**config.mk**
```make
export PLATFORM = sky130hd
export DESIGN_NAME = hac_and2_cell
export DESIGN_NICKNAME = d
export VERILOG_FILES = /design/src/rtl/hac_and2_cell.sv
export SDC_FILE = /design/constraint.sdc
export NUM_CORES = 1
export LEC_CHECK = 0
export BUFFER_PORTS_ARGS = -buffer_cell sky130_fd_sc_hd__buf_2
export CAP_MARGIN = 20
export CORE_MARGIN = 5
export CORE_UTILIZATION = 53
export DETAILED_ROUTE_END_ITERATION = 7
export GPL_TIMING_DRIVEN = 0
export PLACE_DENSITY = 0.78
export SLEW_MARGIN = 10
export SYNTH_ARGS = -nofsm -noshare
export SYNTH_HDL_FRONTEND = slang
export SYNTH_SLANG_ARGS = --single-unit
```
**constraint.sdc**
```tcl
create_clock -name clk -period 2.6 [get_ports clk]
set_clock_uncertainty 0.2 [all_clocks]
set_input_delay 0.26 -clock clk [delete_from_list [all_inputs] [get_ports clk]]
set_output_delay 0.26 -clock clk [all_outputs]
set_load 0.1 [all_outputs]
```
**src/rtl/hac_and2_cell.sv**
```systemverilog
// Two-input AND leaf cell with 3-valued inputs, LATENCY-deep (value, known) pipeline,
// and watch-event pulses and saturating counters on known output transitions.
module hac_and2_cell #(
  parameter string       PRSIM_NAME = "",
  parameter int unsigned LATENCY    = 1,
  parameter int unsigned CNT_W      = 16
) (
  input  logic             clk,
  input  logic             rst,
  input  logic             a,
  input  logic             a_vld,
  input  logic             b,
  input  logic             b_vld,
  output logic             z,
  output logic             z_vld,
  output logic             z_rise,
  output logic             z_fall,
  output logic [CNT_W-1:0] rise_cnt,
  output logic [CNT_W-1:0] fall_cnt
);

  localparam int unsigned LAST = LATENCY - 1;

  logic [LATENCY-1:0] val_q, val_d;
  logic [LATENCY-1:0] kn_q, kn_d;
  logic               prev_z_q, prev_z_d;
  logic               prev_vld_q, prev_vld_d;
  logic               z_rise_q, z_rise_d;
  logic               z_fall_q, z_fall_d;
  logic [CNT_W-1:0]   rise_cnt_q, rise_cnt_d;
  logic [CNT_W-1:0]   fall_cnt_q, fall_cnt_d;
  logic               s0_zero, s0_one;

  always_comb begin
    // A known zero on either input controls the output regardless of the other.
    s0_zero = (a_vld & ~a) | (b_vld & ~b);
    s0_one  = a_vld & b_vld & a & b;

    val_d    = '0;
    kn_d     = '0;
    val_d[0] = s0_one;
    kn_d[0]  = s0_zero | s0_one;
    for (int unsigned i = 1; i < LATENCY; i++) begin
      val_d[i] = val_q[i-1];
      kn_d[i]  = kn_q[i-1];
    end

    prev_z_d   = val_q[LAST];
    prev_vld_d = kn_q[LAST];

    z_rise_d = prev_vld_q & ~prev_z_q & kn_q[LAST] &  val_q[LAST];
    z_fall_d = prev_vld_q &  prev_z_q & kn_q[LAST] & ~val_q[LAST];

    rise_cnt_d = rise_cnt_q;
    fall_cnt_d = fall_cnt_q;
    if (z_rise_d && (rise_cnt_q != '1)) rise_cnt_d = rise_cnt_q + CNT_W'(1);
    if (z_fall_d && (fall_cnt_q != '1)) fall_cnt_d = fall_cnt_q + CNT_W'(1);
  end

  always_ff @(posedge clk) begin
    if (rst) begin
      val_q      <= '0;
      kn_q       <= '0;
      prev_z_q   <= 1'b0;
      prev_vld_q <= 1'b0;
      z_rise_q   <= 1'b0;
      z_fall_q   <= 1'b0;
      rise_cnt_q <= '0;
      fall_cnt_q <= '0;
    end else begin
      val_q      <= val_d;
      kn_q       <= kn_d;
      prev_z_q   <= prev_z_d;
      prev_vld_q <= prev_vld_d;
      z_rise_q   <= z_rise_d;
      z_fall_q   <= z_fall_d;
      rise_cnt_q <= rise_cnt_d;
      fall_cnt_q <= fall_cnt_d;
    end
  end

  assign z        = val_q[LAST];
  assign z_vld    = kn_q[LAST];
  assign z_rise   = z_rise_q;
  assign z_fall   = z_fall_q;
  assign rise_cnt = rise_cnt_q;
  assign fall_cnt = fall_cnt_q;

endmodule

```
==> results of run 1 <==
-- per-layer routing --
metal / up-vias / part of all wire, %
met5: - / 0
met4: 0 / 1.1
met3: 8 / 6.4
met2: 70 / 46
met1: 866 / 46
li1: 936 / -
-- registers in the layout (all words and copies together), names as in the netlist --
register and flops:
fall_cnt 16, rise_cnt 16, prev_vld_q 1, prev_z_q 1, z 1, z_fall 1
z_rise 1, z_vld 1
-- kinds of logic after synthesis --
logic type	after synthesis	share of synthesized area, %
and+or+nand+nor	100	33.6
buffers and inverters	16	3.83
DFF	38	40.2
muxes	7	4.09
adders and majority gates	2	1.32
AOI/OAI and AO/OA	52	17.0
-- worst register-to-register path: cells and delay by family (launching register included) --
family	cells	cell delay [ns]
multiplexers	1	0.36
flip-flops	1	0.39
adder cells (fa/ha/maj)	1	0.20
AND/OR/NAND/NOR	3	0.88
buffers and inverters	1	0.17
-- layout by cell type (no fill, tap or decap), drive strengths merged, types with 2 or more instances in the layout --
master       count
o41ai            4
and3             2
nor4             6
o21ai            9
ha               2
nor2b            7
inv              6
nor2            12
nand4           12
o31ai           11
nand2b           2
or4             13
mux2             6
dfxtp           38
nand2           13
or3              8
dlygate4sd3      5
clkbuf          11
or2              3
nor3             5
o311ai           3
buf             47
a21oi           23
nand3           11
nand4b           2
-- area by class of cell --
type	instances	area [um^2]
plain buffers	10	50.0
inverters	6	22.5
clock inverters	1	30.0
fillers	287	1080
well taps	46	57.6
clock buffers	7	45.0
repair buffers	46	255
flip-flops and latches	38	792
multi-input cells	161	1060
-- what timing repair did --
action | in CTS | in global routing
setup endpoints to repair | 0 | 0
gates resized for setup | 0 | 0
hold endpoints to repair | 2 | 0
hold buffers | 5 | 0
-- power groups by stage --
stage | combinational [mW] | sequential, mW | clock [mW]
final | 0.0404 | 0.586 | 0.394
after global routing | 0.0446 | 0.587 | 0.435
after CTS | 0.0407 | 0.587 | 0.407
after detailed placement | 0.0362 | 0.600 | 0
after global placement | 0.0356 | 0.600 | 0
after floorplan | 0.0134 | 0.610 | 0
-- final timing paths --
path	to	slack, ns
min	z_vld	0.08
max reg2reg	rise_cnt[14]	0.31
min reg2reg	rise_cnt[7]	0.29
max	rise_cnt[14]	0.31
==> summary.txt, run 1 <==
CTS
  • Worst-Skew Late Latency: 0.34 ns
  • Clk sink count: 38
  • Num CTS Buffers: 5
  • Root Buffer: clkbuf_4
  • CTS tree: done
  • Clk pin slew, worst setup/hold paths: 0.12 ns
  • Clock Path Buffers: 2
  • Setup bufs post-CTS: 0
  • H-tree depth: 2

Die
  • Die extent in x: roughly 70 um
  • Core region area: around 3400 um^2
  • DIE HEIGHT: between 60 and 70 um
  • Die ar.: between 4000 and 5000 um^2
  • Initial Util: between 50% and 60%
  • Row cnt: 21
  • I/O pin cnt: 42

Timing
  • RSZ-0062 raised after global routing: no
  • Post-route setup slack: around 0.31 ns
  • Max-slew violations: 0
  • Number of failing hold endpoints at the final stage: 0
  • Worst rel slew slack: between 60% and 70%
  • Min cycle time layout: 2.29 ns
  • Total Neg Setup Slack: 0 ns
  • # setup viols final: 0
  • Hold Slack: slightly above 0.08 ns
  • Tcrit/Tclk final: 87.9%
  • Transition time of the tightest slew-check pin: ~0.49 ns
  • FMAX: 0.437 GHz

Power and ir drop
  • Sequential share of power: 57.5%
  • Net Sw Power: 221 uW
  • Switch share: ~22%
  • Leak Pwr: roughly 0.94 nW
  • VDD IR max: between 0.0002 and 0.0003 V
  • Internal power: approximately 800 uW
  • Clock share of power: approximately two fifths
  • PD cells: ~440 nW/um^2
  • Power share of the combinational group: under 10%
  • Total Power: between 1 and 1.5 mW

Global routing
  • Largest net degree at the start of global routing: 12
  • Met1 Resource Use GR: ~26%
  • GR peak layer: met2
  • GRT met3 Usage: 5.07%
  • Vias in the first global route: approximately 1600
  • Initial antenna violation count: 0
  • First-pass GRT wire length: between 7000 and 8000 um
  • GRT Util Overall: about a fifth
  • Overflow after GRT: 0
  • Met2 usage: approximately 29%

Cells and area
  • Final cell count without fillers: 315
  • Layout cells sized above 1: between 30% and 40%
  • Layout Cell Area excl Fill: 2310 um^2
  • Util after Layout: about two thirds
  • Final #Nets: roughly 280
  • N_diodes: 0
  • Area grow syn2layout: 22.1%

Worst setup path
  • CP max FO: 7
  • Stages on worst setup path: 6
  • Reg2Reg Depth: 6
  • Crit-path max cell delay: about 0.48 ns
  • Max stage delay cell, worst path: or4_1
  • Crit-path leading delay family: simple AND/OR/NAND/NOR gates
  • Worst Path Buf+Inv: 1
  • Kind of critical path: reg -> reg
  • CP arrival: roughly 2.3 ns
  • CP Launch Point: rise_cnt[0]
  • Worst setup SP type: flip-flop
  • CP required: roughly 2.7 ns
  • Worst Setup End Kind: flip-flop
  • Reg2reg start: rise_cnt[0]
  • Worst-path cell chain: ha_1 -> nand3_1 -> or4_1 -> buf_2 -> nor4_1 -> mux2_2

Route
  • Pre-Repair DR Iteration Count: 4
  • Detailed Route WL: around 4500 um
  • Vias per cell: approximately 6.0
  • Post-route ant nets: 0
  • DR vias: around 1900
  • DR iter-0 viols: between 100 and 150
  • DRC: 0
  • Post-DR wirelength/cell: around 14 um

Synthesis
  • Top post-synthesis cells by area: dfxtp_1, a21oi_1, or4_1, o31ai_1, nand4_1
  • Post-synth EDFFs: 0
  • Cell with the most instances after synthesis: dfxtp_1
  • Synth warn: 0
  • Cell variety after synth: 38
  • Synth top area share: approximately two fifths
  • Ys flop type: dfxtp_1
  • Seq/Total Area, Yosys: 40.2%
  • Post-synth ARST share: 0%
  • Syn avg cell area: 8.81 um^2
  • Cells after Synth: roughly 220
  • Seq cells post-synth: 38
  • Net Count, Synth: between 200 and 250
  • Mapped Area: roughly 1900 um^2
  • Top post-synthesis cells by count: dfxtp_1, a21oi_1, nand2_1, or4_1
  • Area leader, netlist: dfxtp_1

Run
  • Max-capacitance violation count: 0

Placement
  • PortBufs: 41
  • Hpwl dp: around 3300 um
  • Area of placed instances: between 2000 and 2500 um^2
  • GPL Wtd Cong: slightly below 0.9
  • Placed cell count: between 300 and 400
  • Pre-CTS WS: between 0.3 and 0.4 ns

Worst hold path
  • Hold Startpoint: b
  • Hold path depth: 4
  • Hold Crit Class: in -> reg

Run status
  • Status: finished clean
Note: power is estimated with default switching activity, not from simulation.
==> run 2: changes to the inputs <==
- CORE_UTILIZATION: 53 -> 41
- PLACE_DENSITY: 0.78 -> unset
==> run 2 against run 1 <==
Die area rose by 25%. Register-to-register slack got worse by 0.04 ns. Sequential share of layout area rose by 0.39 points. Flip-flop and latch count did not move. Cell count rose by 0.32%. Largest cell class unchanged. Via count fell by 2.4%. Fmax fell by 1.9%. Global-route usage fell by 2.1 points. Sequential power barely moved. Setup slack got worse by 0.044 ns. Non-clock buffer count fell by 5. Critical path depth did not move.
==> summary.txt, run 2 (synthesis results as in run 1) <==
Global routing
  • GRT Util Overall: 16.8%
  • Vias in the first global route: between 1500 and 2000
  • First-pass GRT wire length: between 8000 and 9000 um
  • Overflow after GRT: 0
  • Largest net degree at the start of global routing: 12
  • Initial antenna violation count: 0

CTS
  • CTS tree: done
  • Hold_buf cts: 0
  • Worst-Skew Late Latency: between 0.2 and 0.3 ns
  • H-tree depth: 2
  • Clk sink count: 38
  • Root Buffer: clkbuf_8
  • Clock Path Buffers: 2
  • Clk pin slew, worst setup/hold paths: approximately 0.080 ns
  • Setup bufs post-CTS: 0
  • Num CTS Buffers: 5
  • Post-cts resize count: 0

Worst setup path
  • Worst Path Buf+Inv: 1
  • Crit-path leading delay family: simple AND/OR/NAND/NOR gates
  • Crit-path max cell delay: roughly 0.48 ns
  • CP required: approximately 2.6 ns
  • Kind of critical path: reg -> reg
  • R2R setup slack: between 0.2 and 0.3 ns
  • CP max FO: 7
  • Worst Setup End Kind: flip-flop
  • Worst setup SP type: flip-flop
  • Worst-path cell chain: ha_1 -> nand3_1 -> or4_1 -> buf_2 -> nor4_1 -> mux2_2
  • CP arrival: 2.32 ns
  • Max stage delay cell, worst path: or4_1

Route
  • DR vias: about 1800
  • Post-DR wirelength/cell: between 15 and 20 um
  • Detailed Route WL: 4760 um
  • Post-route ant nets: 0
  • Pre-Repair DR Iteration Count: 4
  • Vias per cell: about 5.8
  • DRC: 0
  • DR iter-0 viols: 71

Cells and area
  • N_diodes: 0
  • Final #Nets: between 200 and 300
  • Layout Cell Area excl Fill: between 2000 and 2500 um^2
  • Fillers: 444
  • FF/Latch Area: around 790 um^2
  • Most frequent cells in the layout: buf_2, a21oi_1, dfxtp_2
  • Multi-input gate area: between 1000 and 1500 um^2
  • Leading cell type in the layout, fill and taps excluded: buf_2
  • Layout cells sized above 1: a little over a third
  • Area grow syn2layout: 20.7%

Placement
  • GPL Wtd Cong: 0.880
  • Hpwl dp: approximately 3500 um
  • PortBufs: between 40 and 50
  • Area of placed instances: between 2000 and 2500 um^2

Timing
  • Transition time of the tightest slew-check pin: 0.557 ns
  • # setup viols final: 0
  • RSZ-0062 raised after global routing: no
  • Min cycle time layout: about 2.3 ns
  • Tcrit/Tclk final: between 80% and 90%
  • Number of failing hold endpoints at the final stage: 0
  • Max-slew violations: 0
  • FMAX: 0.429 GHz
  • Worst rel slew slack: a little over three fifths
  • Hold Slack: around 0.0048 ns

Die
  • DIE HEIGHT: about 80 um
  • Die ar.: around 6000 um^2
  • Die extent in x: approximately 80 um
  • I/O pin cnt: 42
  • Core region area: about 4400 um^2
  • Row cnt: 24
  • Initial Util: a little over two fifths

Run status
  • Status: finished clean

Power and ir drop
  • PD cells: between 400 and 500 nW/um^2
  • Leak Pwr: ~0.93 nW
  • VDD IR max: about 0.00033 V

Worst hold path
  • Hold Crit Class: in -> reg

Run
  • Max-capacitance violation count: 0
[run 2: changes by cell type in the layout (fill, tap and decap cells not counted)]
cell / previous run / this run
bufinv_16: 1 / 0
clkbuf_1: 6 / 5
clkbuf_4: 5 / 0
clkbuf_8: 0 / 6
clkinv_2: 0 / 1
dlygate4sd3_1: 5 / 0
[run 2: worst register-to-register path, delay by kind of cell, from the launching register on]
family	cells	cell delay, ns
AND/OR/NAND/NOR	3	0.92
flip-flops	1	0.37
multiplexers	1	0.37
adder cells (fa/ha/maj)	1	0.20
buffers and inverters	1	0.17
[run 2: path summary, 6_finish.rpt]
path	from	cells past startpoint	endpoint
max	rise_cnt[0]	6	rise_cnt[14]
min reg2reg	rise_cnt[7]	1	rise_cnt[7]
min	b	3	z
max reg2reg	rise_cnt[0]	6	rise_cnt[14]
[run 2: stage by stage]
step | cells | setup WS (ns) | power, mW | setup TNS [ns] | utilization [%]
after CTS | 316 | 0.275 | 1.07 | 0 | 51.8
after global placement | 308 | 0.293 | 0.637 | 0 | 49.7
after global routing | 316 | 0.149 | 1.10 | 0 | 51.8
after detailed placement | 308 | 0.280 | 0.637 | 0 | 49.7
after floorplan | 215 | -0.0224 | 0.623 | -0.0263 | -
final | 316 | 0.270 | 1.05 | 0 | 51.8
[run 2: layout make-up]
type / count / share of cell area (%)
Inverter: 6 / 0.985
Multi-Input combinational cell: 161 / 46.4
Tap cell: 52 / 2.84
Clock inverter: 1 / 0.219
Sequential cell: 38 / 34.6
Timing Repair Buffer: 41 / 8.97
Buffer: 10 / 2.19
Clock buffer: 7 / 3.77
[run 2: power by group]
part	total [mW]	internal (mW)	switching [mW]
clock network	0.425	0.214	0.211
registers	0.586	0.583	0.00331
logic	0.0365	0.00813	0.0284
[run 2: per-layer routing]
layer / GRT usage, % / vias up / share of wire, %
li1: - / 927 / -
met1: 22.7 / 857 / 48
met3: 5.21 / 6 / 5.4
met5: 0 / - / 0
met4: 5.74 / 0 / 1.4
met2: 25.3 / 44 / 45
